<file path="config.mk">
export PLATFORM = sky130hd
export DESIGN_NAME = ahb3lite_sdram_port_arbiter
export DESIGN_NICKNAME = d
export VERILOG_FILES = /design/src/rtl/ahb3lite_sdram_pkg.sv /design/src/rtl/sdram_rr_arbiter.sv /design/src/rtl/ahb3lite_sdram_port_arbiter.sv
export SDC_FILE = /design/constraint.sdc
export NUM_CORES = 1
export LEC_CHECK = 0
export ABC_AREA = 0
export CAP_MARGIN = 10
export CORE_UTILIZATION = 50
export DETAILED_ROUTE_END_ITERATION = 8
export PLACE_DENSITY = 0.8
export SETUP_SLACK_MARGIN = 0.3
export SLEW_MARGIN = 20
export SYNTH_ARGS = -nofsm -noshare
export SYNTH_HDL_FRONTEND = slang
export SYNTH_HIERARCHICAL = 1
export SYNTH_SLANG_ARGS = --single-unit
</file>
<file path="constraint.sdc">
create_clock -name HCLK -period 2.84 [get_ports HCLK]
set_input_delay 0.568 -clock HCLK [delete_from_list [all_inputs] [get_ports HCLK]]
set_output_delay 0.568 -clock HCLK [all_outputs]
set_load 0.005 [all_outputs]
</file>
<file path="src/rtl/ahb3lite_sdram_pkg.sv">
// ----------------------------------------------------------------------------
// ahb3lite_sdram_pkg
//   Shared types and helpers for the SDRAM port arbiter.
//   - arb_state_t : arbiter FSM state encoding (idle / port grant / refresh)
//   - onehot2bin  : converts a one-hot vector of up to 8 bits into its index
// ----------------------------------------------------------------------------
package ahb3lite_sdram_pkg;

    typedef enum logic [1:0] {
        ARB_IDLE    = 2'd0,
        ARB_GRANT   = 2'd1,
        ARB_REFRESH = 2'd2
    } arb_state_t;

    // Largest supported requester count; onehot2bin works on this width and
    // callers zero-extend narrower grant vectors.
    localparam int unsigned ARB_MAX_PORTS = 8;

    // Index of the set bit in a one-hot vector. OR-ing every set position's
    // index keeps it a flat mux-free reduction; the result is only meaningful
    // for a one-hot (or all-zero, giving 0) input.
    function automatic logic [2:0] onehot2bin(input logic [ARB_MAX_PORTS-1:0] oh);
        logic [2:0] bin;
        bin = '0;
        for (int i = 0; i < ARB_MAX_PORTS; i++) begin
            if (oh[i]) begin
                bin = bin | 3'(i);
            end
        end
        return bin;
    endfunction

endpackage

</file>
<file path="src/rtl/sdram_rr_arbiter.sv">
// ----------------------------------------------------------------------------
// sdram_rr_arbiter
//   Purely combinational round-robin priority selector. The search starts at
//   the port just above the pointer and wraps around, so the pointer marks
//   the most recently served port.
//
//   Ports:
//     req_i     in  PORTS   request vector
//     ptr_i     in  ID_W    index of the last granted port
//     gnt_oh_o  out PORTS   one-hot winner (all zero when nothing requests)
//     gnt_idx_o out ID_W    binary index of the winner
// ----------------------------------------------------------------------------
module sdram_rr_arbiter
    import ahb3lite_sdram_pkg::*;
#(
    parameter int unsigned PORTS = 2,
    parameter int unsigned ID_W  = (PORTS > 1) ? $clog2(PORTS) : 1
) (
    input  logic [PORTS-1:0] req_i,
    input  logic [ID_W-1:0]  ptr_i,
    output logic [PORTS-1:0] gnt_oh_o,
    output logic [ID_W-1:0]  gnt_idx_o
);

    logic found;

    // NOTE: every signal written in this always_comb gets a default first, so
    // no path can leave it unassigned and infer a latch.
    always_comb begin
        gnt_oh_o = '0;
        found    = 1'b0;
        // First pass: ports strictly above the pointer.
        for (int i = 0; i < int'(PORTS); i++) begin
            if (!found && req_i[i] && (i > int'(ptr_i))) begin
                gnt_oh_o[i] = 1'b1;
                found       = 1'b1;
            end
        end
        // Second pass (wrap): ports from 0 up to and including the pointer.
        for (int i = 0; i < int'(PORTS); i++) begin
            if (!found && req_i[i] && (i <= int'(ptr_i))) begin
                gnt_oh_o[i] = 1'b1;
                found       = 1'b1;
            end
        end
        gnt_idx_o = ID_W'(onehot2bin(ARB_MAX_PORTS'(gnt_oh_o)));
    end

endmodule

</file>
<file path="src/rtl/ahb3lite_sdram_port_arbiter.sv">
// ----------------------------------------------------------------------------
// ahb3lite_sdram_port_arbiter
//   Grants the SDRAM command engine to exactly one owner at a time: one of the
//   AHB data ports (round robin, with HMASTLOCK continuation) or auto-refresh.
//   Refresh intervals are queued in a saturating counter; refresh runs when the
//   arbiter is idle with no port requests, and pre-empts ports (and breaks
//   locks) at the next access boundary once the queue is urgent.
//
//   Ports:
//     HCLK, HRESETn    clock, asynchronous active-low reset
//     req_i  [PORTS]   per-port request level, held until its access completes
//     lock_i [PORTS]   per-port lock, keeps grant across consecutive accesses
//     done_i           pulse: current port access finished
//     ref_tick_i       pulse: one refresh interval elapsed
//     ref_ack_i        pulse: one refresh command completed
//     ovf_clr_i        clears ref_overflow_o
//     gnt_o  [PORTS]   one-hot port grant
//     gnt_valid_o      any port granted
//     gnt_id_o         index of granted port, holds last value when idle
//     ref_req_o        refresh request to the command engine
//     ref_pending_o    queued refresh count
//     ref_overflow_o   sticky: tick arrived while the queue was saturated
// ----------------------------------------------------------------------------
module ahb3lite_sdram_port_arbiter
    import ahb3lite_sdram_pkg::*;
#(
    parameter int unsigned PORTS           = 2,
    parameter int unsigned REF_PENDING_MAX = 8,
    parameter int unsigned REF_URGENT      = 4,
    localparam int unsigned ID_W           = (PORTS > 1) ? $clog2(PORTS) : 1,
    localparam int unsigned CNT_W          = $clog2(REF_PENDING_MAX + 1)
) (
    input  logic             HCLK,
    input  logic             HRESETn,
    input  logic [PORTS-1:0] req_i,
    input  logic [PORTS-1:0] lock_i,
    input  logic             done_i,
    input  logic             ref_tick_i,
    input  logic             ref_ack_i,
    input  logic             ovf_clr_i,
    output logic [PORTS-1:0] gnt_o,
    output logic             gnt_valid_o,
    output logic [ID_W-1:0]  gnt_id_o,
    output logic             ref_req_o,
    output logic [CNT_W-1:0] ref_pending_o,
    output logic             ref_overflow_o
);

    localparam logic [CNT_W-1:0] PEND_MAX    = CNT_W'(REF_PENDING_MAX);
    localparam logic [CNT_W-1:0] PEND_URGENT = CNT_W'(REF_URGENT);
    localparam logic [ID_W-1:0]  PTR_RESET   = ID_W'(PORTS - 1);

    arb_state_t       state_q, state_d;
    logic [ID_W-1:0]  ptr_q, ptr_d;
    logic [PORTS-1:0] gnt_q, gnt_d;
    logic             gnt_valid_q, gnt_valid_d;
    logic [ID_W-1:0]  gnt_id_q, gnt_id_d;
    logic             ref_req_q, ref_req_d;
    logic [CNT_W-1:0] pend_q, pend_d;
    logic             ovf_q, ovf_d;

    logic [PORTS-1:0] rr_gnt;
    logic [ID_W-1:0]  rr_idx;
    logic             urgent;
    logic             keep_lock;

    sdram_rr_arbiter #(
        .PORTS (PORTS),
        .ID_W  (ID_W)
    ) u_rr (
        .req_i     (req_i),
        .ptr_i     (ptr_q),
        .gnt_oh_o  (rr_gnt),
        .gnt_idx_o (rr_idx)
    );

    // ------------------------------------------------------------------
    // Pending-refresh counter. Coincident tick and ack cancel out; an ack
    // on an empty queue is dropped; a tick on a full queue flags overflow,
    // and that set takes priority over a same-cycle clear.
    // ------------------------------------------------------------------
    always_comb begin
        pend_d = pend_q;
        ovf_d  = ovf_q;
        if (ovf_clr_i) begin
            ovf_d = 1'b0;
        end
        if (ref_tick_i && !ref_ack_i) begin
            if (pend_q == PEND_MAX) begin
                ovf_d = 1'b1;
            end else begin
                pend_d = pend_q + 1'b1;
            end
        end else if (ref_ack_i && !ref_tick_i && (pend_q != '0)) begin
            pend_d = pend_q - 1'b1;
        end
    end

    // Decisions use the registered count, so a tick affects arbitration one
    // cycle after it arrives.
    assign urgent = (pend_q >= PEND_URGENT);

    // The owner keeps the bus on done_i only while it still locks and
    // requests, and refresh is not urgent.
    assign keep_lock = |(gnt_q & lock_i & req_i) && !urgent;

    // ------------------------------------------------------------------
    // Arbitration FSM
    // ------------------------------------------------------------------
    always_comb begin
        state_d     = state_q;
        ptr_d       = ptr_q;
        gnt_d       = gnt_q;
        gnt_valid_d = gnt_valid_q;
        gnt_id_d    = gnt_id_q;
        ref_req_d   = ref_req_q;

        case (state_q)
            ARB_IDLE: begin
                if (urgent || ((pend_q != '0) && (req_i == '0))) begin
                    state_d   = ARB_REFRESH;
                    ref_req_d = 1'b1;
                end else if (|req_i) begin
                    state_d     = ARB_GRANT;
                    gnt_d       = rr_gnt;
                    gnt_valid_d = 1'b1;
                    gnt_id_d    = rr_idx;
                    ptr_d       = rr_idx;
                end
            end

            ARB_GRANT: begin
                // A dropped request alone never releases the grant; only the
                // engine's completion does.
                if (done_i && !keep_lock) begin
                    state_d     = ARB_IDLE;
                    gnt_d       = '0;
                    gnt_valid_d = 1'b0;
                end
            end

            ARB_REFRESH: begin
                // Always return through IDLE so ports get a look-in between
                // back-to-back refreshes unless the queue is urgent.
                if (ref_ack_i) begin
                    state_d   = ARB_IDLE;
                    ref_req_d = 1'b0;
                end
            end

            default: begin
                state_d     = ARB_IDLE;
                gnt_d       = '0;
                gnt_valid_d = 1'b0;
                ref_req_d   = 1'b0;
            end
        endcase
    end

    // NOTE: sequential state uses non-blocking assignments so every flop
    // samples its _d value from before the edge, independent of block order.
    always_ff @(posedge HCLK or negedge HRESETn) begin
        if (!HRESETn) begin
            state_q     <= ARB_IDLE;
            ptr_q       <= PTR_RESET;
            gnt_q       <= '0;
            gnt_valid_q <= 1'b0;
            gnt_id_q    <= '0;
            ref_req_q   <= 1'b0;
            pend_q      <= '0;
            ovf_q       <= 1'b0;
        end else begin
            state_q     <= state_d;
            ptr_q       <= ptr_d;
            gnt_q       <= gnt_d;
            gnt_valid_q <= gnt_valid_d;
            gnt_id_q    <= gnt_id_d;
            ref_req_q   <= ref_req_d;
            pend_q      <= pend_d;
            ovf_q       <= ovf_d;
        end
    end

    assign gnt_o          = gnt_q;
    assign gnt_valid_o    = gnt_valid_q;
    assign gnt_id_o       = gnt_id_q;
    assign ref_req_o      = ref_req_q;
    assign ref_pending_o  = pend_q;
    assign ref_overflow_o = ovf_q;

endmodule

</file>
== Yosys cells after proc, flatten, opt, wreduce, memory -nomap -nowiden ==
Cells that the tools add are included.
Cells by class
  equal/unequal tests: 10
  reduce and logical (&&, ||, !) cells: 28
  add/subtract/negate cells: 2
  muxes and demuxes: 26
  $lt $le $gt $ge: 3
  bitwise gates (word level): 5
Operator list (number)
  1-bit 2-to-1 mux: 13
  2-bit 2-to-1 mux: 6
  4-bit 2-to-1 mux: 3
  2-bit inequality test (second input constant): 6
  2-bit case mux with 3 select lines: 2
  1-bit logical AND: 10
  3-bit AND reduction: 3
  1-bit zero test: 6
  1-bit case mux with 3 select lines: 2
  4-bit by 1-bit adder with 4-bit output (second input constant): 1
  2-bit AND: 2
  4-bit == test (second input constant): 1
  4-bit by 3-bit >= comparator with 1-bit output (second input constant): 1
  2-bit zero test: 2
  4-bit AND reduction: 1
  4-bit nonzero test: 1
  2-bit OR reduction: 2
  4-bit by 1-bit subtractor with 4-bit output (second input constant): 1
  3-bit inequality test (second input constant): 1
  1-bit inverter: 3
  2-bit by 1-bit == test with 1-bit output (second input constant): 1
  2-bit == test (second input constant): 1
  2-bit AND reduction: 1
  2-bit nonzero test: 1
  3 further kinds: 3
Word-level totals
  bits of input ports: 10
  bits in registers: 13
  output and inout bits: 10
  logic and storage cells: 82

== Logic depth before layout (Yosys ltp) ==
  depth in word-level cells: 13
  depth in mapped cells: 6
  gate-level depth less buffers: 6

== By module ==
The synthesis kept the hierarchy.
Modules (own cells, without submodules)
  ahb3lite_sdram_port_arbiter: area an instance 720.7 um2, cells an instance 72, sequential area each 326.6 um2, instances 1
  sdram_rr_arbiter: area an instance 26.3 um2, cells an instance 4, sequential area each 0.0 um2, instances 1

== Least setup slack after synthesis ==
No wires, ideal clock.
  path type: in2reg
  from: input ref_ack_i
  to: register pend_q[3] (netlist: ref_pending_o[3])
  library setup time: 131 ps
  data required time: 2709 ps
  cell stages on the path: 6
  data arrival time: 1775 ps
  path slack: 934 ps
  buffers on the path: 0
  cells stage by stage: nand2b_1 -> ha_1 -> a21o_1 -> a2111oi_0 -> o21a_1 -> a211oi_1
On the way
  word-level cells in the longest chain between the ends: 4
  elaborated cells between the ends (all ways): 8
  those cells by class: 1 x eq/ne; 1 x mux; 6 x reduce/logical
RTL lines
  from (decl): RTL line ahb3lite_sdram_port_arbiter.sv:39  | input logic ref_ack_i,
  1-bit zero test / 1-bit logical AND (equally long branches): RTL line ahb3lite_sdram_port_arbiter.sv:88, ahb3lite_sdram_port_arbiter.sv:94
  1-bit logical AND (on tied branches): RTL line ahb3lite_sdram_port_arbiter.sv:88, ahb3lite_sdram_port_arbiter.sv:94
  2-bit inequality test (no line) / 2-bit nonzero test (equally long branches)
  2-bit AND reduction (no line)
  to (signal assigned): RTL line ahb3lite_sdram_port_arbiter.sv:179  | pend_q <= pend_d;
  to (decl): RTL line ahb3lite_sdram_port_arbiter.sv:59  | logic [CNT_W-1:0] pend_q, pend_d;
Several ways; a longest one is shown, not always the timed one.
A chain may end at the register's enable or synchronous reset.

== Worst setup path after layout ==
  from: input ref_tick_i
  to: register pend_q[3] (netlist: ref_pending_o[3])
On the way
  word-level cells in the longest chain between the ends: 5
  elaborated cells between the ends (all ways): 8
  those cells by class: 1 x eq/ne; 1 x mux; 6 x reduce/logical
RTL lines
  from (decl): RTL line ahb3lite_sdram_port_arbiter.sv:38  | input logic ref_tick_i,
  1-bit zero test: RTL line ahb3lite_sdram_port_arbiter.sv:94  | end else if (ref_ack_i && !ref_tick_i && (pend_q != '0)) begin
  1-bit logical AND (2 in a row): RTL line ahb3lite_sdram_port_arbiter.sv:94
  2-bit nonzero test (no line)
  2-bit AND reduction (no line)
Several ways; a longest one is shown, not always the timed one.

==> impl_metrics.json <==
{
  "syn_nets": 89,
  "fin_worst_skew_ps": 2.857,
  "syn_avg_cell_area_um2": 9.829,
  "muxShareOfSynthArea_pct": 10.05,
  "antenna_found_initial": 0,
  "synthArstFlopShare_pct": 100.0,
  "synthCells": 76,
  "cts_buffers": 3,
  "fin_crit_sh_pct": 83.50,
  "grt.overflow.total": 0,
  "critPathCapture": "ref_pending_o[3]",
  "hold_start": "gnt_id_o",
  "nFillCells": 103,
  "cpPeakStageDelay_ps": 580,
  "tns_ps": 0,
  "crit_fanout": 6,
  "fmax_ghz": 0.4217,
  "tightest_slew_ps": 560.8,
  "critPathLaunch": "ref_tick_i",
  "intPower_uw": 598.1,
  "drc_errors": 0,
  "ios": 20,
  "synth_top_family_by_area": "compound AO/OA/AOI/OAI gates",
  "grt_pass1_vias": 528,
  "clk_path_buf_depth": 2,
  "rsz0062_at_grt": "no",
  "grt_start_max_net_pins": 14,
  "worstHoldPathCells": 1,
  "worstSetupStartpointType": "input pin",
  "p_per_area_nw_per_um2": 978.8,
  "cts_sinks": 13,
  "crit_arrival_ps": 2520,
  "relSlewSlack_pct": 62.50,
  "ctsHtreeMaxLevel": 1,
  "rows": 13,
  "vdd_drop_max_mv": 0.6260,
  "total_power_uw": 957.7,
  "clock-root-buffer": "clkbuf_4",
  "synth-adder-area-share_pct": 6.030,
  "period_needed_ps": 2371,
  "synthSimpleGateAreaFrac_pct": 15.24,
  "crit_slowest_cell": "clkdlybuf4s50_1",
  "end_kind": "register",
  "status": "finished, final reports clean",
  "drv_cap": 0,
  "ant_nets": 0,
  "start_util_pct": 55.33,
  "core_um2": 1350,
  "swShare_pct": 37.54,
  "cts.repair.resized": 0,
  "areaGrowthSynthToFinish_pct": 30.99,
  "viasPerCell": 5.460,
  "syn_area_um2": 747.0,
  "ys_warn_count": 6,
  "grt_pass1_wl_um": 2256,
  "synth_edf_count": 0,
  "die_w_um": 40.65,
  "rrSetupSlack_ps": 1080,
  "grt_usage_pct": 21.28,
  "r2r_start": "ref_pending_o[1]",
  "yosysUniqueCellTypes": 32,
  "n_antenna_cell": 0,
  "die_area_um2": 1652,
  "dp_hpwl_um": 1174,
  "clock_latency_ps": 270,
  "drive_gt1_share_pct": 8.163,
  "timing.rr.end": "ref_pending_o[3]",
  "wl_um": 1464,
  "synth-seq-area-share_pct": 43.72,
  "p_sw_uw": 359.5,
  "portBuffers": 19,
  "synth-compound-area-share_pct": 18.09,
  "cts.reportedPaths.clkPinSlew_ps": 70,
  "seq_power_share_pct": 40.5,
  "path_class": "in -> reg",
  "ys.flop_type": "dfrtp_1",
  "routabilityCongestion": 0.8442,
  "ys_ff_latch": 13,
  "multi_input_area_um2": 386.6,
  "post-cts-setup-buffers": 0,
  "p_clk_share_pct": 11.1,
  "worstPathRequired_ps": 2990,
  "cp_cell_sequence": "clkdlybuf4s50_1 -> nand2b_1 -> ha_1 -> a21o_1 -> a2111oi_0 -> o21a_1 -> a211oi_1",
  "seq_area_um2": 326.6,
  "drt-initial-drc-count": 6,
  "leakage_uw": 0.0004174,
  "nets": 112,
  "holdCritPathClass": "reg -> reg",
  "setup_viol": 0,
  "cts_hold_buf": 0,
  "detail_route.wl_per_cell_um": 12.96,
  "synth-xor-area-share_pct": 2.345,
  "die_h_um": 40.65,
  "drv_slew": 0,
  "reg2reg_depth": 5,
  "pwr-share-comb_pct": 48.4,
  "first_pass_iters": 4,
  "cts_tree": "yes",
  "vias": 617,
  "hold_violations": 0
}
## cells in the mapped netlist (all sizes together), types with 3 or more instances
cell type	instances	area [um2]
inv	6	22.52
a21oi	4	20.02
nand3	5	25.02
mux2i	3	30.03
o21ai	4	27.53
nand2	6	22.52
dfrtp	12	300.3
mux2	4	45.04
nor2	5	18.77
## sequential cells by signal, indices dropped and copies added (netlist names)
name / count
ref_pending_o: 4
gnt_valid_o: 1
ref_overflow_o: 1
gnt_o: 2
gnt_id_o: 1
ref_req_o: 1
state_q: 2
ptr_q: 1
## layout by cell type, fill, tap and decap left out, types with 2 or more instances in the layout
| cell type | count |
|---|---|
| clkbuf_4 | 3 |
| nand3_1 | 5 |
| nor2_1 | 5 |
| inv_1 | 5 |
| mux2_1 | 4 |
| o21ai_1 | 2 |
| a21oi_1 | 4 |
| ha_1 | 2 |
| o21ai_2 | 2 |
| or3_1 | 2 |
| nor3_1 | 2 |
| a211oi_1 | 2 |
| mux2i_1 | 3 |
| clkdlybuf4s50_1 | 19 |
| dfrtp_1 | 12 |
| nand2_1 | 6 |
| xor2_1 | 2 |
| a21o_1 | 2 |
## power by group through the flow
| stage | combinational, uW | clock, uW | sequential [uW] |
|---|---|---|---|
| floorplan | 275 | 0 | 368 |
| global placement | 455 | 0 | 386 |
| detailed placement | 464 | 0 | 390 |
| CTS | 466 | 113 | 387 |
| global route | 522 | 121 | 402 |
| finish | 463 | 107 | 388 |
## through the flow
stage,util [%],setup slack [ps],area [um2],hold WS (ps),instances
6_report,72.47,468.5,978.4,503.6,113
5_1_grt,72.47,325.9,978.4,533.2,113
2_1_floorplan,-,933.6,747.0,272.4,76
4_1_cts,72.47,490.7,978.4,515.5,113
3_5_place_dp,70.53,232.7,952.2,494.1,109
3_3_place_gp,70.53,308.6,952.2,479.4,109
## area by class of cell
type | instances | share of cell area [%]
Clock buffer | 4 | 2.685
Inverter | 6 | 2.302
Multi-Input combinational cell | 55 | 39.51
Sequential cell | 13 | 33.38
Tap cell | 15 | 1.918
Timing Repair Buffer | 20 | 20.20
## kinds of logic (layout without fill, tap and decap cells)
| kind of cell | count (synthesis) | count (layout) |
|---|---|---|
| flip-flops | 13 | 13 |
| XOR/XNOR | 2 | 2 |
| multiplexers | 7 | 7 |
| buffers and inverters | 8 | 30 |
| AND/OR/NAND/NOR | 24 | 24 |
| adder cells (fa/ha/maj) | 3 | 3 |
| AO/OA/AOI/OAI | 19 | 19 |
## layer usage
metal	vias up	track usage, %	share of wire (%)
met3	2	9.783	4.6
li1	318	-	-
met1	284	25.51	49
met2	13	33.33	45
met5	-	0	0
met4	0	7.500	0.96
## worst min path at each step
stage | end | slack, ps
6_report | gnt_id_o | 500
5_1_grt | gnt_valid_o | 530
4_1_cts | gnt_id_o | 520
3_5_place_dp | gnt_id_o | 490
3_3_place_gp | gnt_id_o | 480
2_1_floorplan | gnt_id_o | 270
## critical path: cells and delay by family
family	cells	cell delay, ps
AOI/OAI and AO/OA	4	860
adders and majority gates	1	320
buffers and inverters	1	580
and+or+nand+nor	1	190
(Power assumes the default switching activity.)
